[src/rtl/wake_filter_pkg.sv]
// Shared types and width helpers for the wake_filter decision stage.
package wake_filter_pkg;

    typedef enum logic [1:0] {
        LISTEN   = 2'd0,
        WAKE     = 2'd1,
        COOLDOWN = 2'd2
    } wake_state_t;

    localparam int DEF_NUM_CLASSES  = 2;
    localparam int DEF_WINDOW_LEN   = 4;
    localparam int DEF_HOLD_CYCLES  = 16;
    localparam int DEF_COOLDOWN_LEN = 2;

    // Width able to hold a vote count from 0 to window_len.
    function automatic int count_w(input int window_len);
        return $clog2(window_len + 1);
    endfunction

    function automatic int index_w(input int num_classes);
        return (num_classes > 1) ? $clog2(num_classes) : 1;
    endfunction

    function automatic int counter_w(input int max_val);
        return (max_val > 0) ? $clog2(max_val + 1) : 1;
    endfunction

endpackage

[src/rtl/wake_filter_vote_window.sv]
// Sliding vote window: WINDOW_LEN-bit hit history plus its running population count.
module wake_vote_window
    import wake_filter_pkg::*;
#(
    parameter int WINDOW_LEN = DEF_WINDOW_LEN
) (
    input  logic                           clk_i,
    input  logic                           rst_i,
    input  logic                           shift_i,
    input  logic                           hit_i,
    input  logic                           clear_i,
    output logic [count_w(WINDOW_LEN)-1:0] count_o,
    output logic                           oldest_o
);

    localparam int CW = count_w(WINDOW_LEN);

    logic [WINDOW_LEN-1:0] votes;
    logic [WINDOW_LEN:0]   votes_ext;
    logic [CW-1:0]         count;

    // Concatenate then truncate so a one-entry window needs no special case.
    assign votes_ext = {votes, hit_i};
    assign oldest_o  = votes[WINDOW_LEN-1];
    assign count_o   = count;

    always_ff @(posedge clk_i) begin
        if (rst_i || clear_i) begin
            votes <= '0;
            count <= '0;
        end else if (shift_i) begin
            votes <= votes_ext[WINDOW_LEN-1:0];
            count <= count + CW'(hit_i) - CW'(oldest_o);
        end
    end

endmodule

[src/rtl/wake_filter.sv]
// Wake decision stage: vote window over argmax results, held wake pulse, cooldown.
// Defining WAKE_FILTER_ONEHOT_CHK_EN adds a sticky err_o for non-one-hot inputs.
module wake_filter
    import wake_filter_pkg::*;
#(
    parameter int NUM_CLASSES  = DEF_NUM_CLASSES,
    parameter int WINDOW_LEN   = DEF_WINDOW_LEN,
    parameter int HOLD_CYCLES  = DEF_HOLD_CYCLES,
    parameter int COOLDOWN_LEN = DEF_COOLDOWN_LEN
) (
    input  logic                            clk_i,
    input  logic                            rst_i,
    input  logic [NUM_CLASSES-1:0]          data_i,
    input  logic                            valid_i,
    input  logic                            last_i,
    output logic                            ready_o,
    input  logic [index_w(NUM_CLASSES)-1:0] target_i,
    input  logic [count_w(WINDOW_LEN)-1:0]  threshold_i,
    output logic                            wake_o,
    output logic                            valid_o,
    output logic [count_w(WINDOW_LEN)-1:0]  count_o
`ifdef WAKE_FILTER_ONEHOT_CHK_EN
    ,
    output logic                            err_o
`endif
);

    localparam int CW = count_w(WINDOW_LEN);
    localparam int HW = counter_w(HOLD_CYCLES);
    localparam int DW = counter_w(COOLDOWN_LEN);

    wake_state_t   state, state_next;
    logic [HW-1:0] hold_cnt, hold_next;
    logic [DW-1:0] cool_cnt, cool_next;
    logic [CW-1:0] win_count, new_count, count_q, thr_eff;
    logic          accept, one_hot, hit, fire, clear, oldest, valid_q;

    // valid/ready: a word transfers on a rising edge where valid_i and ready_o are both high;
    // ready_o only drops while reset is being applied.
    assign ready_o = ~rst_i;
    assign accept  = valid_i & ready_o;

    // Shifting past the top bit yields zero, so an out-of-range target is a miss.
    assign one_hot = (data_i != '0) && ((data_i & (data_i - NUM_CLASSES'(1))) == '0);
    assign hit     = one_hot && (|(data_i & (NUM_CLASSES'(1) << target_i)));

    assign new_count = win_count + CW'(hit) - CW'(oldest);
    assign thr_eff   = (threshold_i == '0) ? CW'(1) : threshold_i;
    assign fire      = (state == LISTEN) && accept && (new_count >= thr_eff);
    assign clear     = accept && (fire || last_i);

    wake_vote_window #(
        .WINDOW_LEN(WINDOW_LEN)
    ) u_window (
        .clk_i   (clk_i),
        .rst_i   (rst_i),
        .shift_i (accept),
        .hit_i   (hit),
        .clear_i (clear),
        .count_o (win_count),
        .oldest_o(oldest)
    );

    always_comb begin
        state_next = state;
        hold_next  = hold_cnt;
        cool_next  = cool_cnt;
        case (state)
            LISTEN: begin
                if (fire) begin
                    state_next = WAKE;
                    hold_next  = HW'(HOLD_CYCLES);
                end
            end
            WAKE: begin
                hold_next = hold_cnt - HW'(1);
                if (hold_cnt == HW'(1)) begin
                    if (COOLDOWN_LEN == 0) begin
                        state_next = LISTEN;
                    end else begin
                        state_next = COOLDOWN;
                        cool_next  = DW'(COOLDOWN_LEN);
                    end
                end
            end
            COOLDOWN: begin
                if (accept) begin
                    cool_next = cool_cnt - DW'(1);
                    if (cool_cnt == DW'(1)) state_next = LISTEN;
                end
            end
            default: state_next = LISTEN;
        endcase
    end

    // count_q shows the decision count for one cycle after an accept, then the window count,
    // so a firing or last accept still reports the count it was judged on.
    always_ff @(posedge clk_i) begin
        if (rst_i) begin
            state    <= LISTEN;
            hold_cnt <= '0;
            cool_cnt <= '0;
            valid_q  <= 1'b0;
            count_q  <= '0;
        end else begin
            state    <= state_next;
            hold_cnt <= hold_next;
            cool_cnt <= cool_next;
            valid_q  <= accept;
            count_q  <= accept ? new_count : win_count;
        end
    end

    assign wake_o  = (state == WAKE) && !rst_i;
    assign valid_o = valid_q && !rst_i;
    assign count_o = rst_i ? '0 : count_q;

`ifdef WAKE_FILTER_ONEHOT_CHK_EN
    logic err_q;

    always_ff @(posedge clk_i) begin
        if (rst_i) begin
            err_q <= 1'b0;
        end else if (accept && !one_hot) begin
            err_q <= 1'b1;
        end
    end

    assign err_o = err_q;
`endif

endmodule

[config.mk]
export PLATFORM = sky130hd
export DESIGN_NAME = wake_filter
export DESIGN_NICKNAME = d
export VERILOG_FILES = /design/src/rtl/wake_filter_pkg.sv /design/src/rtl/wake_filter_vote_window.sv /design/src/rtl/wake_filter.sv
export SDC_FILE = /design/constraint.sdc
export NUM_CORES = 1
export LEC_CHECK = 0
export CAP_MARGIN = 20
export CORE_MARGIN = 10
export CORE_UTILIZATION = 56
export DETAILED_ROUTE_END_ITERATION = 7
export GPL_ROUTABILITY_DRIVEN = 0
export GPL_TIMING_DRIVEN = 0
export HOLD_SLACK_MARGIN = 0.06
export PLACE_DENSITY = 0.82
export SYNTH_ARGS = -nofsm -noshare
export SYNTH_HDL_FRONTEND = slang
export SYNTH_SLANG_ARGS = --single-unit
[constraint.sdc]
create_clock -name clk_i -period 4.8 [get_ports clk_i]
set_clock_uncertainty 0.1 [all_clocks]
set_input_delay 0.96 -clock clk_i [delete_from_list [all_inputs] [get_ports clk_i]]
set_output_delay 0.96 -clock clk_i [all_outputs]
set_load 0.05 [all_outputs]
==> results by group, run 1 <==
Setup path
  • Crit path DAT: 3990 ps
  • Startpoint Class: input pin
  • CP endpoint kind: register
  • Critical-path cell list: clkdlybuf4s50_1, nor2_1, nand2_1, o21ai_0, ha_1, fa_1, xor2_1, xnor2_1, ha_1, a21o_1, a31oi_1, or4_1, a221oi_2
  • Most frequent CP cell: ha_1
  • Required time worst endpoint: slightly below 5000 ps
  • Kind of critical path: input pin to register
  • Slowest-stage cell, CP: or4_1
  • Worst-path fanout max: 3
  • Max stage delay on crit path: 580 ps

CTS
  • CTS clk-pin slew, worst paths: about 110 ps
  • Max clock buf depth: 2
  • Hold buffers post-CTS: 0
  • Post-CTS Setup Bufs: 0
  • CTS Buf Count: 3
  • Htree depth: 1
  • Worst-skew pair later-pin latency: 290 ps
  • CTS resizes: 0
  • CTS tree: yes
  • Root Buffer: clkbuf_4
  • CTS Sinks: 20

Place
  • Dpl cell area: 1270 um2
  • Pre-CTS setup slack: 631 ps
  • Placed Cells: 170
  • Hpwl dp: 1750 um
  • Port Buffer Count: 13

STA
  • Relative slew slack: 57.1%
  • Minimum clock period: around 3900 ps
  • Tightest Pin Transition: roughly 640 ps
  • Period Utilization, post-route: about four fifths
  • Setup TNS: 0 ps
  • Worst hold slack: 355 ps
  • RSZ-0062 raised after global routing: no
  • Pins Over Slew Limit: 0
  • Endpoints failing setup: 0
  • Setup WS post-layout: 933 ps
  • FMAX: 0.259 GHz
  • Final hold violations: 0

Drt
  • # DRC: 0
  • DR vias/cell: 5.28
  • Routed wire per std cell: 12.4 um
  • Routed Antenna Nets: 0
  • Vias: 919
  • Starting DRC count in detailed routing: 36
  • Drt pass-1 iters: 4
  • DRT Wirelength: 2170 um

Die
  • Chip Height: between 60 and 70 um
  • Initial Util: a little under three fifths
  • IO Pins: 16
  • Die ar.: 4150 um2
  • Die width: 64.4 um
  • Site Rows: 16
  • Core area: 1920 um2

Yosys
  • Synth area leader: dfxtp_1
  • #FFs+latches synth: 20
  • Yosys top cell area share: between 30% and 40%
  • Avg Cell Area, Syn: 8.50 um2
  • Sequential share of the synthesized area: 36.2%
  • Top cells by area, synth: dfxtp_1 36%, ha_1 9.1%, nand2_1 6.1%
  • Library cells used by synthesis: 34
  • Mapped Nets: 149
  • Synthesis Warnings: 0
  • Mapped Cells: between 100 and 150
  • Mapped Area: 1100 um2

Pwr
  • Static Leakage: approximately 0.52 nW
  • Internal power: 0.274 mW
  • Sequential power share: about half
  • NetSw: between 0.07 and 0.08 mW
  • Comb pwr share: 12.9%
  • Switch share: 22.3%
  • Power per cell area: roughly 270 nW/um2
  • Clock power share: a little under two fifths
  • Peak VDD IR: 0.000172 V
  • Power consumption: 0.353 mW

Finish
  • Multi-input gate area: around 640 um2
  • Final Cell Area: 1320 um2
  • FF/Latch Area: 400 um2
  • Fin util: between 60% and 70%
  • Diodes inserted: 0
  • Area growth syn-to-layout: 19.6%
  • Fillcell total: 160
  • Layout Nets: about 170
  • Finished Layout Cells: 174
  • Layout cells sized above 1: between 10% and 20%

Global route
  • Initial antenna violation count: 0
  • Global route total overflow: 0
  • Largest net degree at the start of global routing: 13
  • GRT Total Usage: 10.5%
  • Vias in the first global route: 903
  • First-pass GRT wire length: around 3700 um

Status
  • Status: completed

Hold path
  • Worst Hold Class: register to register

Job
  • Max_cap viols: 0
==> synth_stat cells <==
| library cell | number |
|---|---|
| nand2_1 | 18 |
| a21o_1 | 1 |
| buf_2 | 3 |
| a31oi_1 | 2 |
| nor2b_1 | 7 |
| nand2b_1 | 2 |
| xor2_1 | 1 |
| xnor2_1 | 3 |
| or4_1 | 1 |
| or4b_4 | 1 |
| a21oi_1 | 10 |
| a221oi_2 | 1 |
| dfxtp_1 | 20 |
| o21ai_0 | 4 |
| nor4_2 | 1 |
| inv_1 | 13 |
| o2111a_1 | 1 |
| or2b_2 | 1 |
| or3_2 | 1 |
| nor3b_1 | 2 |
| o32ai_1 | 1 |
| o41ai_2 | 1 |
| o21bai_1 | 1 |
| mux2i_1 | 2 |
| or2_4 | 1 |
| nand3_1 | 5 |
| nor4_1 | 2 |
| nor2_1 | 11 |
| a21boi_0 | 1 |
| nand2b_4 | 1 |
| fa_1 | 1 |
| buf_1 | 1 |
| ha_1 | 8 |
| a311oi_2 | 1 |
==> final cells by class <==
cell class | instances | share of cell area [%]
timing repair buffer | 13 | 9.85
buffer | 4 | 1.42
clock buffer | 3 | 1.70
inverter | 13 | 3.69
tap | 27 | 2.56
clock inverter | 1 | 2.27
multi-input combinational | 93 | 48.2
sequential | 20 | 30.3
==> power groups by stage <==
stage | clock (mW) | sequential, mW | combinational, mW
3_3_place_gp | 0 | 0.177 | 0.0445
4_1_cts | 0.136 | 0.173 | 0.0461
5_1_grt | 0.142 | 0.174 | 0.0510
3_5_place_dp | 0 | 0.177 | 0.0458
2_1_floorplan | 0 | 0.176 | 0.0311
6_report | 0.134 | 0.173 | 0.0455
==> cells by family after synthesis <==
family | share of synthesized area (%)
flops | 36.2
buf+inv | 6.12
mux | 1.81
compound gates | 15.5
fa+ha+maj | 10.9
xor+xnor | 3.17
simple gates | 26.3
==> critical path, delay by kind of cell <==
family	cells	cell delay, ps
buffers and inverters	1	470
AND/OR/NAND/NOR	3	680
adder cells (fa/ha/maj)	3	940
XOR/XNOR	2	360
AO/OA/AOI/OAI	4	590
==> routing by layer <==
layer	share of wire, %	vias to the layer above	global-route usage, %
li1	-	472	-
met4	1.1	0	4.55
met3	2.1	2	1.55
met1	43	432	10.8
met2	53	13	20.2
met5	0	-	0
==> cells in the final DEF (no fill, tap or decap), types with 2 or more instances in the layout <==
cell type         n
dfxtp_1          20
nor2b_1           7
ha_1              8
a21oi_1          10
nand2_1          18
clkbuf_4          3
o21ai_0           4
xnor2_1           3
nand3_1           5
nor4_1            2
inv_1            13
mux2i_1           2
nor3b_1           2
nor2_1           11
clkdlybuf4s50_1  13
buf_2             3
nand2b_1          2
a31oi_1           2
==> sequential cells by signal, summed over array words and instances, names as in the netlist <==
| signal | cells |
|---|---|
| hold_cnt | 5 |
| u_window.votes | 4 |
| count_q | 3 |
| u_window.count_o | 3 |
| cool_cnt | 2 |
| state | 2 |
| valid_q | 1 |
==> worst paths after layout <==
check                                 startpoint                              to  slack (ps)  cells past startpoint
setup / recovery                       data_i[1]           state[0]$_SDFFE_PP0P_         930                     13
hold / removal    u_window.votes[0]$_SDFFE_PP0P_  u_window.votes[1]$_SDFFE_PP0P_         350                      2
setup reg to reg  u_window.count_o[0]$_SDFF_PP0_           state[0]$_SDFFE_PP0P_        1640                     12
hold reg to reg   u_window.votes[0]$_SDFFE_PP0P_  u_window.votes[1]$_SDFFE_PP0P_         350                      2
Power figures use the tool's default switching activity.
==> run 2: changes to the inputs <==
--- a/config.mk
+++ b/config.mk
@@ -7,12 +7,12 @@
 export LEC_CHECK = 0
 export CAP_MARGIN = 20
 export CORE_MARGIN = 10
-export CORE_UTILIZATION = 56
+export CORE_UTILIZATION = 52
 export DETAILED_ROUTE_END_ITERATION = 7
 export GPL_ROUTABILITY_DRIVEN = 0
 export GPL_TIMING_DRIVEN = 0
 export HOLD_SLACK_MARGIN = 0.06
-export PLACE_DENSITY = 0.82
+export PLACE_DENSITY = 0.77
 export SYNTH_ARGS = -nofsm -noshare
 export SYNTH_HDL_FRONTEND = slang
 export SYNTH_SLANG_ARGS = --single-unit
==> constraint.sdc (replaced) <==
create_clock -name clk_i -period 3.9 [get_ports clk_i]
set_clock_uncertainty 0.1 [all_clocks]
set_input_delay 0.78 -clock clk_i [delete_from_list [all_inputs] [get_ports clk_i]]
set_output_delay 0.78 -clock clk_i [all_outputs]
set_load 0.05 [all_outputs]
==> run 2 against run 1 <==
Combinational power is 24% higher. First-iteration DRC count is 39% lower. Flip-flop and latch count is the same. Critical path depth did not move. Setup slack got worse by 720 ps. Global-route usage down 0.90 points. Wire length shrank 3.3%. Largest cell class unchanged. Critical endpoint unchanged. Sequential share of layout area rose by 0.70 points. Clock-buffer cell count unchanged. Cell count fell by 0.57%.
==> results by group, run 2 (synthesis gave the netlist of run 1 again) <==
Status
  • Status: completed

CTS
  • Max clock buf depth: 2
  • CTS clk-pin slew, worst paths: approximately 100 ps
  • CTS tree: yes
  • CTS resizes: 0
  • Htree depth: 1
  • Hold buffers post-CTS: 0
  • CTS Sinks: 20
  • Root Buffer: clkbuf_4
  • Worst-skew pair later-pin latency: 280 ps
  • CTS Buf Count: 3
  • Post-CTS Setup Bufs: 0

Setup path
  • Worst-path fanout max: 3
  • Required time worst endpoint: 4010 ps
  • Kind of critical path: input pin to register
  • CP startpoint: data_i[1]
  • CP endpoint kind: register
  • Crit path DAT: 3790 ps
  • Startpoint Class: input pin
  • RR Startpoint: u_window.count_o[0]$_SDFF_PP0_

STA
  • Tightest Pin Transition: 633 ps
  • Period Utilization, post-route: around 95%
  • Setup WS post-layout: 214 ps
  • Pins Over Slew Limit: 0
  • RSZ-0062 raised after global routing: no
  • FMAX: 0.271 GHz
  • Final hold violations: 0
  • Relative slew slack: 57.3%
  • Endpoints failing setup: 0
  • Minimum clock period: 3690 ps

Finish
  • Largest registers: hold_cnt (5), u_window.votes (4)
  • Number of flip-flops in the largest register: 5
  • Multi-input gate area: 637 um2
  • Layout cells sized above 1: 10.3%
  • Most common cell after layout, fill and taps aside: dfxtp_1
  • FF/Latch Area: 400 um2
  • Diodes inserted: 0
  • Commonest non-fill, non-tap cells in the layout: 20 x dfxtp_1, 18 x nand2_1, 13 x inv_1, 13 x clkdlybuf4s50_1, 11 x nor2_1
  • Reg with most FFs: hold_cnt
  • Fin util: 65.2%
  • Fillcell total: between 150 and 200
  • Area growth syn-to-layout: 16.9%
  • Final Cell Area: 1290 um2
  • Finished Layout Cells: 173
  • Layout Nets: 167

Global route
  • Vias in the first global route: 846
  • Global route total overflow: 0
  • Largest net degree at the start of global routing: 11
  • First-pass GRT wire length: 3450 um
  • GRT Total Usage: 9.58%
  • Initial antenna violation count: 0

Die
  • Die width: 66.1 um
  • Core area: 1980 um2
  • Chip Height: 66.1 um
  • Site Rows: 16
  • IO Pins: 16
  • Die ar.: around 4400 um2
  • Initial Util: between 50% and 60%

Pwr
  • Peak VDD IR: 0.000191 V
  • Power per cell area: around 280 nW/um2
  • Static Leakage: 0.505 nW

Drt
  • DR vias/cell: 5.29
  • DRT Wirelength: 2090 um
  • Drt pass-1 iters: 4
  • Vias: 916
  • Routed wire per std cell: 12.1 um
  • Starting DRC count in detailed routing: 22
  • # DRC: 0
  • Routed Antenna Nets: 0

Place
  • Hpwl dp: 1730 um
  • Pre-CTS setup slack: -115 ps
  • Port Buffer Count: 13
  • Placed Cells: 170
  • Dpl cell area: 1270 um2

Job
  • Max_cap viols: 0

Hold path
  • Worst Hold Class: register to register
  • Hold Startpoint: u_window.votes[2]$_SDFFE_PP0P_
-- run 2: changes by cell type in the layout (fill, tap and decap cells not counted) --
| cell | before | now |
|---|---|---|
| bufinv_16 | 1 | 0 |
-- run 2: path summary, 6_finish.rpt --
kind                                                  endpoint  slack [ps]  depth (start not counted)
worst max-delay path                     state[0]$_SDFFE_PP0P_         210                         13
worst min-delay path            u_window.votes[3]$_SDFFE_PP0P_         360                          2
worst max register to register           state[0]$_SDFFE_PP0P_         740                         12
worst min register to register  u_window.votes[3]$_SDFFE_PP0P_         360                          2
-- run 2: layout make-up --
type                            instances  area share [%]
Multi-Input combinational cell         93            49.3
Sequential cell                        20            31.0
Timing Repair Buffer                   13            10.1
Inverter                               13            3.78
Tap cell                               27            2.62
Clock buffer                            3            1.74
Buffer                                  4            1.45
-- run 2: power breakdown --
part / switching, mW / internal [mW] / total, mW
Combinational: 0.0317 / 0.0246 / 0.0562
Sequential: 0.00369 / 0.209 / 0.213
Clock: 0.0551 / 0.0358 / 0.0909
-- run 2: worst max-delay path, stage by stage --
cell and delay [ps]:
clkdlybuf4s50_1 480, nor2_1 50, nand2_1 50, o21ai_0 110, ha_1 250, fa_1 390, xor2_1 260, xnor2_1 110
ha_1 310, a21o_1 120, a31oi_1 70, or4_1 570, a221oi_2 260
-- run 2: metal layers --
metal	share of wire, %	global-route usage, %	vias up
met5	0	0	-
met4	0	1.57	0
met3	6.9	3.56	0
met2	46	15.9	19
met1	47	11.6	425
li1	-	-	472
-- run 2: per-stage QoR --
step / hold WS, ps / TNS (ps) / power [mW]
5_1_grt: 394 / 0 / 0.381
3_5_place_dp: 350 / -407 / 0.274
3_3_place_gp: 341 / -168 / 0.272
4_1_cts: 365 / 0 / 0.367
6_report: 361 / 0 / 0.360
2_1_floorplan: 327 / 0 / 0.255
==> run 3: changes to the inputs <==
--- a/config.mk
+++ b/config.mk
@@ -10,7 +10,6 @@
 export CORE_UTILIZATION = 52
 export DETAILED_ROUTE_END_ITERATION = 7
 export GPL_ROUTABILITY_DRIVEN = 0
-export GPL_TIMING_DRIVEN = 0
 export HOLD_SLACK_MARGIN = 0.06
 export PLACE_DENSITY = 0.77
 export SYNTH_ARGS = -nofsm -noshare
==> run 3 against run 2 <==
Die area stayed put. Fmax is 0.22% higher. Cell count is 0.58% higher. Non-clock buffer count stayed put. Global-route usage is 2.4 points higher.
==> results by group, run 3 (synthesis gave the netlist of run 1 again) <==
Finish
  • Layout cells sized above 1: 10.2%
  • Reg with most FFs: hold_cnt
  • Most common cell after layout, fill and taps aside: dfxtp_1
  • Final Cell Area: roughly 1300 um2
  • Area growth syn-to-layout: 21.1%
  • Layout Nets: about 170
  • Fin util: 67.5%
  • Number of flip-flops in the largest register: 5
  • Largest registers: hold_cnt (5), u_window.votes (4)
  • Diodes inserted: 0
  • Commonest non-fill, non-tap cells in the layout: 20 x dfxtp_1, 18 x nand2_1, 15 x clkdlybuf4s50_1, 13 x inv_1, 11 x nor2_1

CTS
  • Htree depth: 1
  • CTS Buf Count: 3
  • Hold buffers post-CTS: 0
  • CTS Sinks: 20
  • Worst-skew pair later-pin latency: 310 ps
  • Post-CTS Setup Bufs: 0
  • CTS clk-pin slew, worst paths: 120 ps
  • Max clock buf depth: 2
  • CTS resizes: 0
  • CTS tree: yes
  • Root Buffer: clkbuf_4

Pwr
  • Clock power share: 38.5%
  • Internal power: 0.340 mW
  • Sequential power share: a little under half
  • Comb pwr share: 13.6%
  • Power per cell area: 332 nW/um2
  • NetSw: 0.105 mW
  • Static Leakage: 0.524 nW
  • Peak VDD IR: approximately 0.00026 V
  • Switch share: 23.5%

Setup path
  • Crit path DAT: roughly 3800 ps
  • RR Startpoint: u_window.count_o[0]$_SDFF_PP0_
  • Most frequent CP cell: ha_1
  • CP endpoint kind: register
  • Kind of critical path: input pin to register
  • Capture point of the worst reg-to-reg path: state[0]$_SDFFE_PP0P_
  • Register-to-Register Path Depth: 12
  • Slowest-stage cell, CP: or4_1
  • Worst-path fanout max: 3
  • Required time worst endpoint: 4030 ps
  • CP startpoint: data_i[1]
  • Startpoint Class: input pin
  • R2R Setup Slk: 690 ps
  • Critical-path cell list: clkdlybuf4s50_1, nor2_1, nand2_1, o21ai_0, ha_1, fa_1, xor2_1, xnor2_1, ha_1, a21o_1, a31oi_1, or4_1, a221oi_2
  • Max stage delay on crit path: 590 ps
  • Worst setup path endpoint: state[0]$_SDFFE_PP0P_

Drt
  • Drt pass-1 iters: 4
  • Vias: 950
  • Routed Antenna Nets: 0
  • Routed wire per std cell: between 10 and 15 um
  • DRT Wirelength: 2420 um
  • Starting DRC count in detailed routing: 27
  • DR vias/cell: 5.46
  • # DRC: 0

Place
  • Dpl cell area: ~1300 um2
  • Port Buffer Count: 15
  • Pre-CTS setup slack: -86.8 ps
  • Hpwl dp: approximately 1800 um

Die
  • Die ar.: 4370 um2
  • Initial Util: 55.7%
  • Site Rows: 16
  • Die width: 66.1 um
  • Core area: 1980 um2
  • IO Pins: 16
  • Chip Height: 66.1 um

Global route
  • Global route total overflow: 0
  • Vias in the first global route: 957
  • GRT Total Usage: 12.0%
  • Largest net degree at the start of global routing: 14
  • First-pass GRT wire length: 4200 um
  • Initial antenna violation count: 0

Job
  • Max_cap viols: 0

STA
  • Worst hold slack: 358 ps
  • Minimum clock period: 3680 ps
  • Final hold violations: 0
  • Pins Over Slew Limit: 0
  • FMAX: roughly 0.27 GHz
  • Relative slew slack: about 66%
  • Tightest Pin Transition: around 500 ps
  • Period Utilization, post-route: 94.3%
  • Setup WS post-layout: approximately 220 ps
  • Endpoints failing setup: 0
  • RSZ-0062 raised after global routing: no

Hold path
  • Worst Hold Class: register to register

Status
  • Status: completed
## run 3: cell types whose count changed in the layout (fill, tap and decap cells not counted)
cell	change
buf_2	-3
buf_4	+2
clkdlybuf4s50_1	+2
buf_1	-1
bufinv_16	+1
## run 3: power groups by stage
stage	combinational (mW)	clock, mW	sequential, mW
finish	0.0605	0.171	0.213
global route	0.0666	0.185	0.214
CTS	0.0606	0.175	0.213
detailed placement	0.0591	0	0.218
global placement	0.0578	0	0.217
floorplan	0.0383	0	0.217
## run 3: worst min-delay path by stage
stage / cells past startpoint / from / slack (ps) / endpoint
after floorplan: 2 / u_window.votes[0]$_SDFFE_PP0P_ / 330 / u_window.votes[1]$_SDFFE_PP0P_
after global routing: 2 / u_window.votes[2]$_SDFFE_PP0P_ / 370 / u_window.votes[2]$_SDFFE_PP0P_
after detailed placement: 2 / u_window.votes[2]$_SDFFE_PP0P_ / 350 / u_window.votes[3]$_SDFFE_PP0P_
after global placement: 2 / u_window.votes[2]$_SDFFE_PP0P_ / 340 / u_window.votes[3]$_SDFFE_PP0P_
final: 2 / u_window.votes[0]$_SDFFE_PP0P_ / 360 / u_window.votes[1]$_SDFFE_PP0P_
after CTS: 2 / u_window.votes[0]$_SDFFE_PP0P_ / 350 / u_window.votes[1]$_SDFFE_PP0P_
## run 3: final cells by class
class,count,area (um2)
repair buffers,17,165
well taps,27,33.8
multi-input cells,93,637
inverters,13,48.8
clock inverters,1,30.0
clock buffers,3,22.5
fillers,162,644
flip-flops and latches,20,400
## run 3: worst max-delay path, delay by kind of cell
family / cells / cell delay, ps
compound gates: 4 / 570
xor+xnor: 2 / 380
fa+ha+maj: 3 / 930
buf+inv: 1 / 470
simple gates: 3 / 690
## run 3: per-layer routing
metal	global-route usage (%)	wire (um)
met4	7.07	49
met3	3.22	165
met1	13.9	1080
met5	0	0
met2	19.4	1120
## run 3: stage by stage
stage	TNS (ps)	std cells	total power, mW
global route	0	174	0.465
finish	0	174	0.445
floorplan	0	130	0.255
global placement	0	170	0.275
detailed placement	-131	170	0.277
CTS	0	174	0.448
